<file path="config.mk">
export PLATFORM = sky130hd
export DESIGN_NAME = dds_cmd_sequencer
export DESIGN_NICKNAME = d
export VERILOG_FILES = /design/src/rtl/dds_cmd_sequencer.sv
export SDC_FILE = /design/constraint.sdc
export NUM_CORES = 1
export LEC_CHECK = 0
export ABC_AREA = 1
export CELL_PAD_IN_SITES_DETAIL_PLACEMENT = 0
export CELL_PAD_IN_SITES_GLOBAL_PLACEMENT = 1
export CORE_AREA = 5 5 191 193
export CTS_BUF_LIST = sky130_fd_sc_hd__clkbuf_16
export CTS_CLUSTER_SIZE = 12
export DETAILED_ROUTE_END_ITERATION = 10
export DIE_AREA = 0 0 196 198
export GPL_ROUTABILITY_DRIVEN = 0
export GPL_TIMING_DRIVEN = 0
export PLACE_DENSITY_LB_ADDON = 0.08
export SLEW_MARGIN = 40
export SYNTH_ARGS = -nofsm -noshare
export SYNTH_HDL_FRONTEND = slang
export SYNTH_SLANG_ARGS = --single-unit
</file>
<file path="constraint.sdc">
create_clock -name clk -period 32.9 [get_ports clk]
set_input_delay 9.87 -clock clk [delete_from_list [all_inputs] [get_ports clk]]
set_output_delay 9.87 -clock clk [all_outputs]
set_load 0.01 [all_outputs]
</file>
<file path="src/rtl/dds_cmd_sequencer.sv">
// UART-command to DDS serial-port sequencer: receives a header plus payload, shifts the
// frame out on CS/SCLK/SDIO (capturing SDO on reads), pulses IO_UPDATE, then replies.
module dds_cmd_sequencer #(
    parameter int CLK_DIV = 2,
    parameter int TIMEOUT = 50000,
    parameter int UPD_W   = 4
) (
    input  logic       clk,
    input  logic       rst,
    input  logic       rx_valid,
    input  logic [7:0] rx_data,
    input  logic       tx_busy,
    output logic       tx_start,
    output logic [7:0] tx_data,
    output logic       CS,
    output logic       SCLK,
    output logic       SDIO,
    input  logic       SDO,
    output logic       IO_UPDATE,
    output logic       busy,
    output logic       err
);

    localparam int TW = (TIMEOUT > 1) ? $clog2(TIMEOUT) : 1;
    localparam logic [15:0]   DIV_M1 = 16'(CLK_DIV - 1);
    localparam logic [15:0]   GAP_M1 = 16'(2 * CLK_DIV - 1);
    localparam logic [15:0]   UPD_M1 = 16'(UPD_W - 1);
    localparam logic [TW-1:0] TMO_M1 = TW'(TIMEOUT - 1);

    typedef enum logic [2:0] {IDLE, RX_PAY, SHIFT, CS_GAP, UPDATE, REPLY} state_t;

    state_t        state;
    logic [7:0]    hdr;
    logic          rd;
    logic          n8;
    logic [63:0]   pay_buf;
    logic [2:0]    pay_cnt;
    logic [TW-1:0] tmo_cnt;
    logic [15:0]   cnt;
    logic [7:0]    hp;
    logic [6:0]    bitn;
    logic [71:0]   sh;
    logic [63:0]   cap;
    logic [63:0]   rbuf;
    logic [3:0]    rcnt;
    logic          pending;
    logic          tx_busy_q;

    logic        hdr_ok;
    logic        hdr_n8;
    logic [63:0] pay_nxt;
    logic [7:0]  last_hp;

    assign hdr_ok  = (rx_data[6:5] == 2'b00) && (rx_data[4:0] <= 5'h15);
    assign hdr_n8  = (rx_data[4:0] >= 5'h0E);
    assign pay_nxt = {pay_buf[55:0], rx_data};
    // half-period index: 0 is the CS setup phase, then low/high pairs per bit
    assign last_hp = n8 ? 8'd144 : 8'd80;
    assign busy    = (state != IDLE);

    always_ff @(posedge clk or posedge rst) begin
        if (rst) begin
            state     <= IDLE;
            hdr       <= 8'h00;
            rd        <= 1'b0;
            n8        <= 1'b0;
            pay_buf   <= '0;
            pay_cnt   <= '0;
            tmo_cnt   <= '0;
            cnt       <= '0;
            hp        <= '0;
            bitn      <= '0;
            sh        <= '0;
            cap       <= '0;
            rbuf      <= '0;
            rcnt      <= '0;
            pending   <= 1'b0;
            tx_busy_q <= 1'b0;
            tx_start  <= 1'b0;
            tx_data   <= 8'h00;
            CS        <= 1'b1;
            SCLK      <= 1'b0;
            SDIO      <= 1'b0;
            IO_UPDATE <= 1'b0;
            err       <= 1'b0;
        end else begin
            tx_start  <= 1'b0;
            err       <= 1'b0;
            tx_busy_q <= tx_busy;
            if (rx_valid && state != IDLE && state != RX_PAY)
                err <= 1'b1;

            case (state)
                IDLE: if (rx_valid) begin
                    hdr <= rx_data;
                    rd  <= rx_data[7];
                    n8  <= hdr_n8;
                    if (!hdr_ok) begin
                        err   <= 1'b1;
                        state <= REPLY;
                        rbuf  <= {8'hEE, 56'h0};
                        rcnt  <= 4'd1;
                    end else if (rx_data[7]) begin
                        state <= SHIFT;
                        sh    <= {rx_data, 64'h0};
                        CS    <= 1'b0;
                        SCLK  <= 1'b0;
                        SDIO  <= 1'b0;
                        cnt   <= '0;
                        hp    <= '0;
                        bitn  <= '0;
                        cap   <= '0;
                    end else begin
                        state   <= RX_PAY;
                        pay_buf <= '0;
                        pay_cnt <= '0;
                        tmo_cnt <= '0;
                    end
                end

                RX_PAY: if (rx_valid) begin
                    pay_buf <= pay_nxt;
                    tmo_cnt <= '0;
                    if (pay_cnt == (n8 ? 3'd7 : 3'd3)) begin
                        state <= SHIFT;
                        sh    <= n8 ? {hdr, pay_nxt} : {hdr, pay_nxt[31:0], 32'h0};
                        CS    <= 1'b0;
                        SCLK  <= 1'b0;
                        SDIO  <= 1'b0;
                        cnt   <= '0;
                        hp    <= '0;
                        bitn  <= '0;
                        cap   <= '0;
                    end else begin
                        pay_cnt <= pay_cnt + 3'd1;
                    end
                end else if (tmo_cnt == TMO_M1) begin
                    err   <= 1'b1;
                    state <= REPLY;
                    rbuf  <= {8'hEE, 56'h0};
                    rcnt  <= 4'd1;
                end else begin
                    tmo_cnt <= tmo_cnt + 1'b1;
                end

                SHIFT: if (cnt == DIV_M1) begin
                    cnt <= '0;
                    if (hp == last_hp) begin
                        CS    <= 1'b1;
                        SCLK  <= 1'b0;
                        SDIO  <= 1'b0;
                        state <= CS_GAP;
                    end else begin
                        hp <= hp + 8'd1;
                        if (!hp[0]) begin
                            SCLK <= 1'b0;
                            SDIO <= sh[71];
                            sh   <= {sh[70:0], 1'b0};
                        end else begin
                            // SDO is captured on the same clk edge that raises SCLK
                            SCLK <= 1'b1;
                            bitn <= bitn + 7'd1;
                            if (rd && bitn >= 7'd8)
                                cap <= {cap[62:0], SDO};
                        end
                    end
                end else begin
                    cnt <= cnt + 16'd1;
                end

                CS_GAP: if (cnt == GAP_M1) begin
                    cnt <= '0;
                    if (rd) begin
                        state <= REPLY;
                        rbuf  <= n8 ? cap : {cap[31:0], 32'h0};
                        rcnt  <= n8 ? 4'd8 : 4'd4;
                    end else begin
                        state     <= UPDATE;
                        IO_UPDATE <= 1'b1;
                    end
                end else begin
                    cnt <= cnt + 16'd1;
                end

                UPDATE: if (cnt == UPD_M1) begin
                    cnt       <= '0;
                    IO_UPDATE <= 1'b0;
                    state     <= REPLY;
                    rbuf      <= {8'hA5, 56'h0};
                    rcnt      <= 4'd1;
                end else begin
                    cnt <= cnt + 16'd1;
                end

                REPLY: begin
                    // pending holds off the next byte until the UART has acknowledged with busy
                    if (tx_busy)
                        pending <= 1'b0;
                    if (rcnt != 4'd0 && !tx_start && !pending && !tx_busy && !tx_busy_q) begin
                        tx_start <= 1'b1;
                        tx_data  <= rbuf[63:56];
                        rbuf     <= {rbuf[55:0], 8'h00};
                        rcnt     <= rcnt - 4'd1;
                        pending  <= 1'b1;
                    end else if (rcnt == 4'd0 && !tx_start && !pending && !tx_busy) begin
                        state <= IDLE;
                    end
                end

                default: state <= IDLE;
            endcase
        end
    end

endmodule

</file>
* Yosys cells after proc, flatten, opt, wreduce, memory -nomap -nowiden
Index checks and enable logic that the tools add are counted.
** Storage, ports and cells
- Input bits :: 13
- Output and inout port bits :: 15
- Bits in registers :: 339
** Operators by class
- Reduce and logical (&&, ||, !) cells :: 44
- Equal/unequal tests :: 38
- Add/subtract/negate cells :: 6
- Order comparisons :: 3
- Multiplexer cells :: 128
** Operators by type and width (count)
- 64-bit 2-to-1 mux :: 19
- 72-bit 2-to-1 mux :: 8
- 64-bit one-hot mux with 5 select lines :: 1
- 56-bit 2-to-1 mux :: 4
- 72-bit one-hot mux with 3 select lines :: 1
- 16-bit 2-to-1 mux :: 12
- 64-bit one-hot mux with 3 select lines :: 1
- 56-bit one-hot mux with 2 select lines :: 1
- 8-bit 2-to-1 mux :: 8
- 16-bit one-hot mux with 4 select lines :: 1
- 7-bit 2-to-1 mux :: 8
- 3-bit 2-to-1 mux :: 17
- 2-bit != test (second input constant) :: 23
- 4-bit 2-to-1 mux :: 9
- 9-bit AND reduction :: 4
- 16-bit by 1-bit adder with 16-bit output (second input constant) :: 2
- 16-bit one-hot mux with 2 select lines :: 1
- 1-bit 2-to-1 mux :: 26
- 8-bit one-hot mux with 3 select lines :: 1
- 8-bit AND reduction :: 3
- 7-bit one-hot mux with 3 select lines :: 1
- 4-bit one-hot mux with 5 select lines :: 1
- 3-bit one-hot mux with 6 select lines :: 1
- 16-bit by 1-bit equality test with 1-bit output (second input constant) :: 1
- other kinds (36) :: 65

* Logic depth before layout (Yosys ltp)
Gate-level depths: netlist (run 1).
- Depth after elaboration :: 7
- Gate-level depth with buffers :: 14
- Gate-level depth less buffers :: 12

* Least setup slack after synthesis (run 1)
Ideal clock, no wire load.
- Path type :: input -> register
- From :: in rx_valid
- To :: reg sh[0]
- Path buffers :: 3
- Stages on the path :: 10
- Arrival time :: 11145 ps
- Slack :: 21638 ps
- Setup time :: 117 ps
- Required time :: 32783 ps
- Path through :: buf_2 > inv_1 > buf_2 > nand3_1 > nand3_1 > nor2_1 > nand4_2 > buf_2 > nand2_1 > nand2_1
** On the way
- Word-level cells in the longest chain between the ends :: 2
** Ends and longest elaborated chain
- start: declaration :: RTL line 10 : input logic rx_valid,
- 2-bit != test (no source line)
- 9-bit AND reduction (no source line) *
- end signal: assignment :: RTL line 105 : sh <= {rx_data, 64'h0};
- end signal: assignment :: RTL line 126 : sh <= n8 ? {hdr, pay_nxt} : {hdr, pay_nxt[31:0], 32'h0};
- end signal: assignment :: RTL line 158 : sh <= {sh[70:0], 1'b0};
- end: declaration :: RTL line 42 : logic [71:0] sh;
Mark *: on every way between the ends. The rest lies on a longest branch, timed or not.
A chain may end at the register's enable or synchronous reset.

* Worst setup path after layout (run 1)
- From :: in rx_data[2]
- To :: reg pay_buf[54]
** On the way
- Word-level cells in the longest chain between the ends :: 4
** Ends and longest elaborated chain
- start: declaration :: RTL line 11 : input logic [7:0] rx_data,
- 5-bit <= comparator :: RTL line 54 : assign hdr_ok = (rx_data[6:5] == 2'b00) && (rx_data[4:0] <= 5'h15);
- 1-bit logical AND :: RTL line 54
- 2-bit != test (no source line)
- 5-bit AND reduction (no source line)
- end signal: assignment :: RTL line 122 : pay_buf <= pay_nxt;
- end: declaration :: RTL line 36 : logic [63:0] pay_buf;
No other way between the ends.

==> metrics.md, run 1 <==
| Metric | Value |
|---|---|
| Main combinational cell family by area after synthesis | simple AND/OR/NAND/NOR gates |
| Share of layout cells above drive strength 1 | 6.71% |
| Synthesized-area fraction occupied by adder cells | 0.719% |
| Initial DRC Count | 1361 |
| Hold buffers post-CTS | 0 |
| TritonRoute pass-1 iters | 6 |
| Worst EP arrival | 12.38 ns |
| Longest Clk Path Bufs | 3 |
| Chip Width | 196 um |
| Post-DP HPWL | 37200 um |
| Yosys reg bits | 338 |
| PwrDens | 85.2 nW/um^2 |
| Mean Syn Cell Area | 7.47 um^2 |
| Worst R2R Path Depth | 11 |
| Prevailing post-synth register cell | dfrtp_1 |
| R2R Path End | sh[63] |
| Drt total wl | 51500 um |
| Post-CTS Repair Setup Buffers | 0 |
| Yosys cell types | 41 |
| Setup TNS | 0 ns |
| Resized Gates After CTS | 0 |
| Mux cell area share after synthesis | 0% |
| Async SR Flop Fraction | 100% |
| Clock Tree Root | clkbuf_16 |
| Worst R2R Setup Slack | 30.29 ns |
| Initial core utilization | 50.7% |
| CP Class | primary input to register |
| CP endpoint kind | register |
| Minimum clock period | 11.90 ns |
| H-tree depth | 2 |
| Element type at the critical path start | primary input |
| Mapped Area | 17400 um^2 |
| Pins Over Slew Limit | 0 |
| Worst min path class | register to register |
| DIE AREA | 38800 um^2 |
| Post-synth EDFFs | 0 |
| Routed WL per cell | 17.8 um |
| Die Span Y | 198 um |
| Largest net degree at the start of global routing | 78 |
| Synth top area share | 48.4% |
| Final Power | 1.67 mW |
| # DRC | 0 |
| Final hold vios | 0 |
| Num ports | 28 |
| Clk slew on worst S/H paths | 0.06 ns |
| Reg2reg start | n8 |
| Part of the cycle the worst path needs | 36.2% |
| Critical-path maximum fanout | 10 |
| Synth cell count leaders | nand2_1 (983), dfrtp_1 (337), nor2_1 (162) |
| Grt ovf | 0 |
| Leak | 9.61 nW |
| Via count | 15800 |
| Final instance area | 19600 um^2 |
| Vias per cell | 5.46 |
| Worst slew margin | 49.9% |
| Maximum clock rate | 0.0840 GHz |
| Clock sinks | 338 |
| Gate count after technology mapping | 2332 |
| Seq/Total Area, Yosys | 48.6% |
| Remaining antenna violation count | 0 |
| Cell accounting for the most synthesized area | dfrtp_1 |
| Synth Area in Simple Gates | 33.4% |
| Initial antenna violation count | 0 |
| Hold_sp | cap[43] |
| WHS Path Cells | 2 |
| First-pass GRT wire length | 83300 um |
| CTS tree | yes |
| RSZ-0062 raised after global routing | false |
| Count leader, synth | nand2_1 |
| Worst skew pair latency | 0.56 ns |
| Final setup fails | 0 |
| Fraction of the mapped netlist area in compound gates | 8.82% |
| Number of global-route vias before repair | 15100 |
| WP data required | 33.38 ns |
| Gr usage total | 26.7% |
| Num rows | 68 |
| Antenna diode count | 0 |
| Fillers | 3323 |
| Core area | 34400 um^2 |
| Least-Margin Pin Slew | 0.747 ns |
| Final Skew | 0.0170 ns |
| I/O Buffers | 26 |
| Synth warnings | 0 |
| WHS Endpoint | cap[43] |
| TritonCTS Buffers | 39 |
| Area grow syn2layout | 12.7% |
| Post-Place Cell Area | 18400 um^2 |
| MaxCap Viol Count | 0 |
| Worst VDD drop | 43.4 uV |
| Layout Nets | 2427 |
| Post-Syn Nets | 2355 |
| Xor/xnor share of the synthesized area | 0.905% |
| Outcome | completed |
| Top cells by area, synth | dfrtp_1 (48%), nand2_1 (21%), o21ai_0 (4.0%) |
[kinds of logic after synthesis]
kind of cell,Yosys count
simple gates,1408
flops,338
buf+inv,295
compound gates,263
xor+xnor,18
fa+ha+maj,10
[flip-flops by register name, indices dropped and copies added (netlist names), 3 cells and up]
| signal | flops |
|---|---|
| bitn | 7 |
| cap | 64 |
| cnt | 16 |
| hdr | 8 |
| hp | 8 |
| pay_buf | 56 |
| pay_cnt | 3 |
| rbuf | 64 |
| rcnt | 4 |
| sh | 72 |
| state | 3 |
| tmo_cnt | 16 |
| tx_data | 8 |
[layout by cell type (no fill, tap or decap), types with 5 or more instances in the layout]
cell type / n
o21ai_1: 23
buf_16: 5
ha_1: 10
nand3_1: 125
buf_1: 10
a21o_1: 16
inv_2: 9
buf_6: 9
clkbuf_1: 49
nor2_1: 162
nand2_1: 983
buf_2: 52
clkbuf_16: 41
a21oi_1: 28
o31ai_1: 8
a22o_1: 8
buf_4: 20
nand4_1: 106
inv_1: 149
clkdlybuf4s50_1: 26
o22ai_1: 6
clkinv_1: 14
dfrtp_1: 337
nor3_1: 9
o221ai_1: 26
o21ai_0: 139
xor2_1: 15
o211ai_1: 6
[worst max-delay path: stages]
cell             delay, ns
clkdlybuf4s50_1       0.62
nand2_1               0.11
nand2_1               0.10
nand2_1               0.11
nand2_1               0.13
o21ai_1               0.12
nand2_1               0.29
buf_2                 0.33
clkbuf_1              0.46
nand2_1               0.11
o21ai_1               0.11
[power by group]
group | switching, mW | leakage, nW | internal [mW] | total (mW)
clock network | 0.177 | 0.636 | 0.255 | 0.432
registers | 0.0494 | 4.62 | 0.480 | 0.529
logic | 0.518 | 4.35 | 0.192 | 0.710
total | 0.744 | 9.61 | 0.927 | 1.67
[worst max path at each step]
stage | depth (start not counted) | endpoint | start
floorplan | 1 | IO_UPDATE | rst
global placement | 2 | pay_buf[25] | rst
detailed placement | 11 | pay_buf[52] | rx_data[2]
CTS | 3 | busy | state[2]
global route | 11 | pay_buf[54] | rx_data[2]
finish | 11 | pay_buf[54] | rx_data[2]
[metrics by stage]
step / cells / util (%) / hold WS, ns / worst slack (ns)
floorplan: 2332 / - / 0.442 / 13.67
global placement: 2813 / 53.1 / 0.453 / 9.09
detailed placement: 2818 / 53.5 / 0.455 / 20.47
CTS: 2886 / 57.1 / 0.471 / 21.00
global route: 2886 / 57.1 / 0.487 / 20.88
finish: 2886 / 57.1 / 0.468 / 21.00
[layout make-up]
type	instances	area [um^2]	area share, %
flip-flops and latches	338	8460	43.1
repair buffers	31	398	2.03
multi-input cells	1699	7640	38.9
clock buffers	41	1030	5.23
plain buffers	140	733	3.74
well taps	455	569	2.90
inverters	155	589	3.00
clock inverters	27	215	1.10
[routing by layer]
layer	track usage (%)	wire length [um]
met1	40.0	24600
met2	40.4	22400
met3	4.34	3070
met4	7.24	1390
met5	0	0
Note: power is estimated with default switching activity, not from simulation.
==> run 2: changes to the inputs <==
Settings changed: CORE_AREA 5 5 191 193 to 5 5 199 201, DIE_AREA 0 0 196 198 to 0 0 204 206.
Clock period 32.9 ns to 11.5 ns, I/O delays scaled along.
==> run 2 against run 1 <==
Effect of this change:
- global-route usage down 1.3 points
- largest cell class unchanged
- critical path depth down 2
- setup slack worse by 15 ns
- sequential cell count unchanged
- highest routed layer unchanged
- die area up 8.3%
- cell count up 2.2%
- critical endpoint is now pay_buf[51]
- non-clock buffer count up 10
==> metrics.md, run 2 (synthesis results as in run 1) <==
| Metric | Value |
|---|---|
| Outcome | completed (unchanged) |
| MaxCap Viol Count | 0 (unchanged) |
| Layout Nets | 2437 (was 2427) |
| Routed WL per cell | 17.8 um (about the same) |
| Antenna diode count | 0 (unchanged) |
| Gr usage total | 25.3% (was 26.7%) |
| CP peak stage delay | 0.60 ns (was 0.62 ns) |
| Worst R2R Path Depth | 11 (unchanged) |
| CP endpoint kind | register (unchanged) |
| R2R Path End | sh[64] (was sh[63]) |
| Initial antenna violation count | 0 (unchanged) |
| Critical-path maximum fanout | 10 (unchanged) |
| Slowest cell on crit path | clkdlybuf4s50_1 (unchanged) |
| Grt ovf | 0 (unchanged) |
| Most common cell after layout, fill and taps aside | nand2_1 (unchanged) |
| # DRC | 0 (unchanged) |
| Num ports | 28 (unchanged) |
| Most frequent CP cell | nand2_1 (unchanged) |
| Most frequent cells in the layout | nand2_1 (983), dfrtp_1 (337), nor2_1 (162) (unchanged) |
| Remaining antenna violation count | 0 (unchanged) |
| DIE AREA | 42000 um^2 (was 38800 um^2) |
| TritonRoute pass-1 iters | 6 (unchanged) |
| Clock sinks | 338 (unchanged) |
| Worst R2R Setup Slack | 8.85 ns (was 30.29 ns) |
| Hold_sp | CS (was cap[43]) |
| CP Class | primary input to register (unchanged) |
| Num rows | 71 (was 68) |
| Setup TNS | 0 ns (unchanged) |
| Maximum clock rate | 0.183 GHz |
| Worst VDD drop | 112 uV (was 43.4 uV) |
| WHS Endpoint | CS (was cap[43]) |
| Element type at the critical path start | primary input (unchanged) |
| Reg2reg start | n8 (unchanged) |
| WHS Path Cells | 2 (unchanged) |
| Least-Margin Pin Slew | 0.785 ns (was 0.747 ns) |
| Final setup fails | 0 (unchanged) |
| Post-CTS Repair Setup Buffers | 0 (unchanged) |
| Critical-path cell list | clkdlybuf4s50_1 -> nor2_1 -> nand2_1 -> o21ai_1 -> nand2_1 -> buf_2 -> clkbuf_1 -> nand2_1 -> o21ai_0 (was clkdlybuf4s50_1 -> nand2_1 -> nand2_1 -> nand2_1 -> nand2_1 -> o21ai_1 -> nand2_1 -> buf_2 -> clkbuf_1 -> nand2_1 -> o21ai_1) |
| Resized Gates After CTS | 0 (unchanged) |
| Part of the cycle the worst path needs | 47.6% |
| Area grow syn2layout | 13.8% (was 12.7%) |
| Clk slew on worst S/H paths | 0.06 ns (about the same) |
| Clock Tree Root | clkbuf_16 (unchanged) |
| Final Skew | 0.0215 ns (was 0.0170 ns) |
| Longest Clk Path Bufs | 3 (unchanged) |
| Pins Over Slew Limit | 0 (unchanged) |
| I/O Buffers | 26 (unchanged) |
| Largest net degree at the start of global routing | 26 (was 78) |
| Post-DP HPWL | 38400 um (was 37200 um) |
| Die Span Y | 206 um (was 198 um) |
| Worst skew pair latency | 0.56 ns (about the same) |
| Share of layout cells above drive strength 1 | 7.05% (was 6.71%) |
| RSZ-0062 raised after global routing | false (unchanged) |
| Final Power | 4.75 mW (was 1.67 mW) |
| First-pass GRT wire length | 85000 um (was 83300 um) |
| Number of global-route vias before repair | 15200 (was 15100) |
| Initial DRC Count | 1361 (unchanged) |
| Biggest register | sh (unchanged) |
| CTS tree | yes (unchanged) |
| Hold buffers post-CTS | 0 (unchanged) |
| Initial core utilization | 46.6% (was 50.7%) |
| Drt total wl | 52600 um (was 51500 um) |
| PwrDens | 240 nW/um^2 (was 85.2 nW/um^2) |
| Minimum clock period | 5.48 ns |
| Worst EP arrival | 5.90 ns (was 12.38 ns) |
| Worst min path class | register to register (unchanged) |
| TritonCTS Buffers | 39 (unchanged) |
| Largest register FFs | 72 (unchanged) |
| Worst slew margin | 47.6% (was 49.9%) |
| Chip Width | 204 um (was 196 um) |
| Place WS | 5.54 ns (was 20.47 ns) |
| Via count | 15700 (was 15800) |
| Vias per cell | 5.33 (was 5.46) |
| H-tree depth | 2 (unchanged) |
| Leak | 9.67 nW (was 9.61 nW) |
| Biggest registers after layout | sh (72), cap (64), rbuf (64) (unchanged) |
| Final hold vios | 0 (unchanged) |
| WP data required | 11.92 ns (was 33.38 ns) |
| Core area | 37400 um^2 (was 34400 um^2) |
| Worst setup margin | 6.02 ns (was 21.00 ns) |
-- run 2: cell types whose count changed in the layout (fill, tap and decap cells not counted), sizes merged --
cell,delta
buf,+10
clkbuf,-2
bufinv,-1
inv,+1
-- run 2: layer usage --
layer  wire length (um)  track usage, %
met4               1130            6.20
met3               3400            4.53
met5                  0               0
met1              25400            38.0
met2              22600            38.3
-- run 2: worst max-delay path, delay by kind of cell --
| kind | cells | cell delay, ns |
|---|---|---|
| buffers and inverters | 3 | 1.19 |
| AND/OR/NAND/NOR | 4 | 0.86 |
| AO/OA/AOI/OAI | 2 | 0.38 |
-- run 2: power by group --
part / internal (mW) / leakage (nW) / switching, mW / total, mW
combinational: 0.557 / 4.44 / 1.50 / 2.06
clock: 0.679 / 0.609 / 0.501 / 1.18
sequential: 1.37 / 4.62 / 0.141 / 1.51
-- run 2: area by class of cell --
class / instances / area [um^2]
multi-input cells: 1699 / 7640
clock inverters: 27 / 191
inverters: 155 / 586
fillers: 3698 / 17600
clock buffers: 39 / 976
repair buffers: 41 / 591
well taps: 511 / 639
flip-flops and latches: 338 / 8460
plain buffers: 140 / 733
-- run 2: worst max-delay path by stage --
stage	cells after the start	end	slack [ns]	from
floorplan	1	IO_UPDATE	3.53	rst
global placement	2	cap[45]	0.87	rst
detailed placement	11	pay_buf[50]	5.54	rx_data[1]
CTS	3	busy	6.07	state[2]
global route	11	pay_buf[51]	5.88	rx_data[1]
finish	9	pay_buf[51]	6.02	rx_data[5]
-- run 2: through the flow --
step           cell area [um^2]  hold slack, ns  cells  utilization [%]
4_1_cts                   19800           0.463   2950             53.0
3_5_place_dp              18600           0.454   2884             49.9
2_1_floorplan             17400           0.442   2332                -
6_report                  19800           0.462   2950             53.0
5_1_grt                   19800           0.484   2950             53.0
3_3_place_gp              18300           0.453   2869             49.0
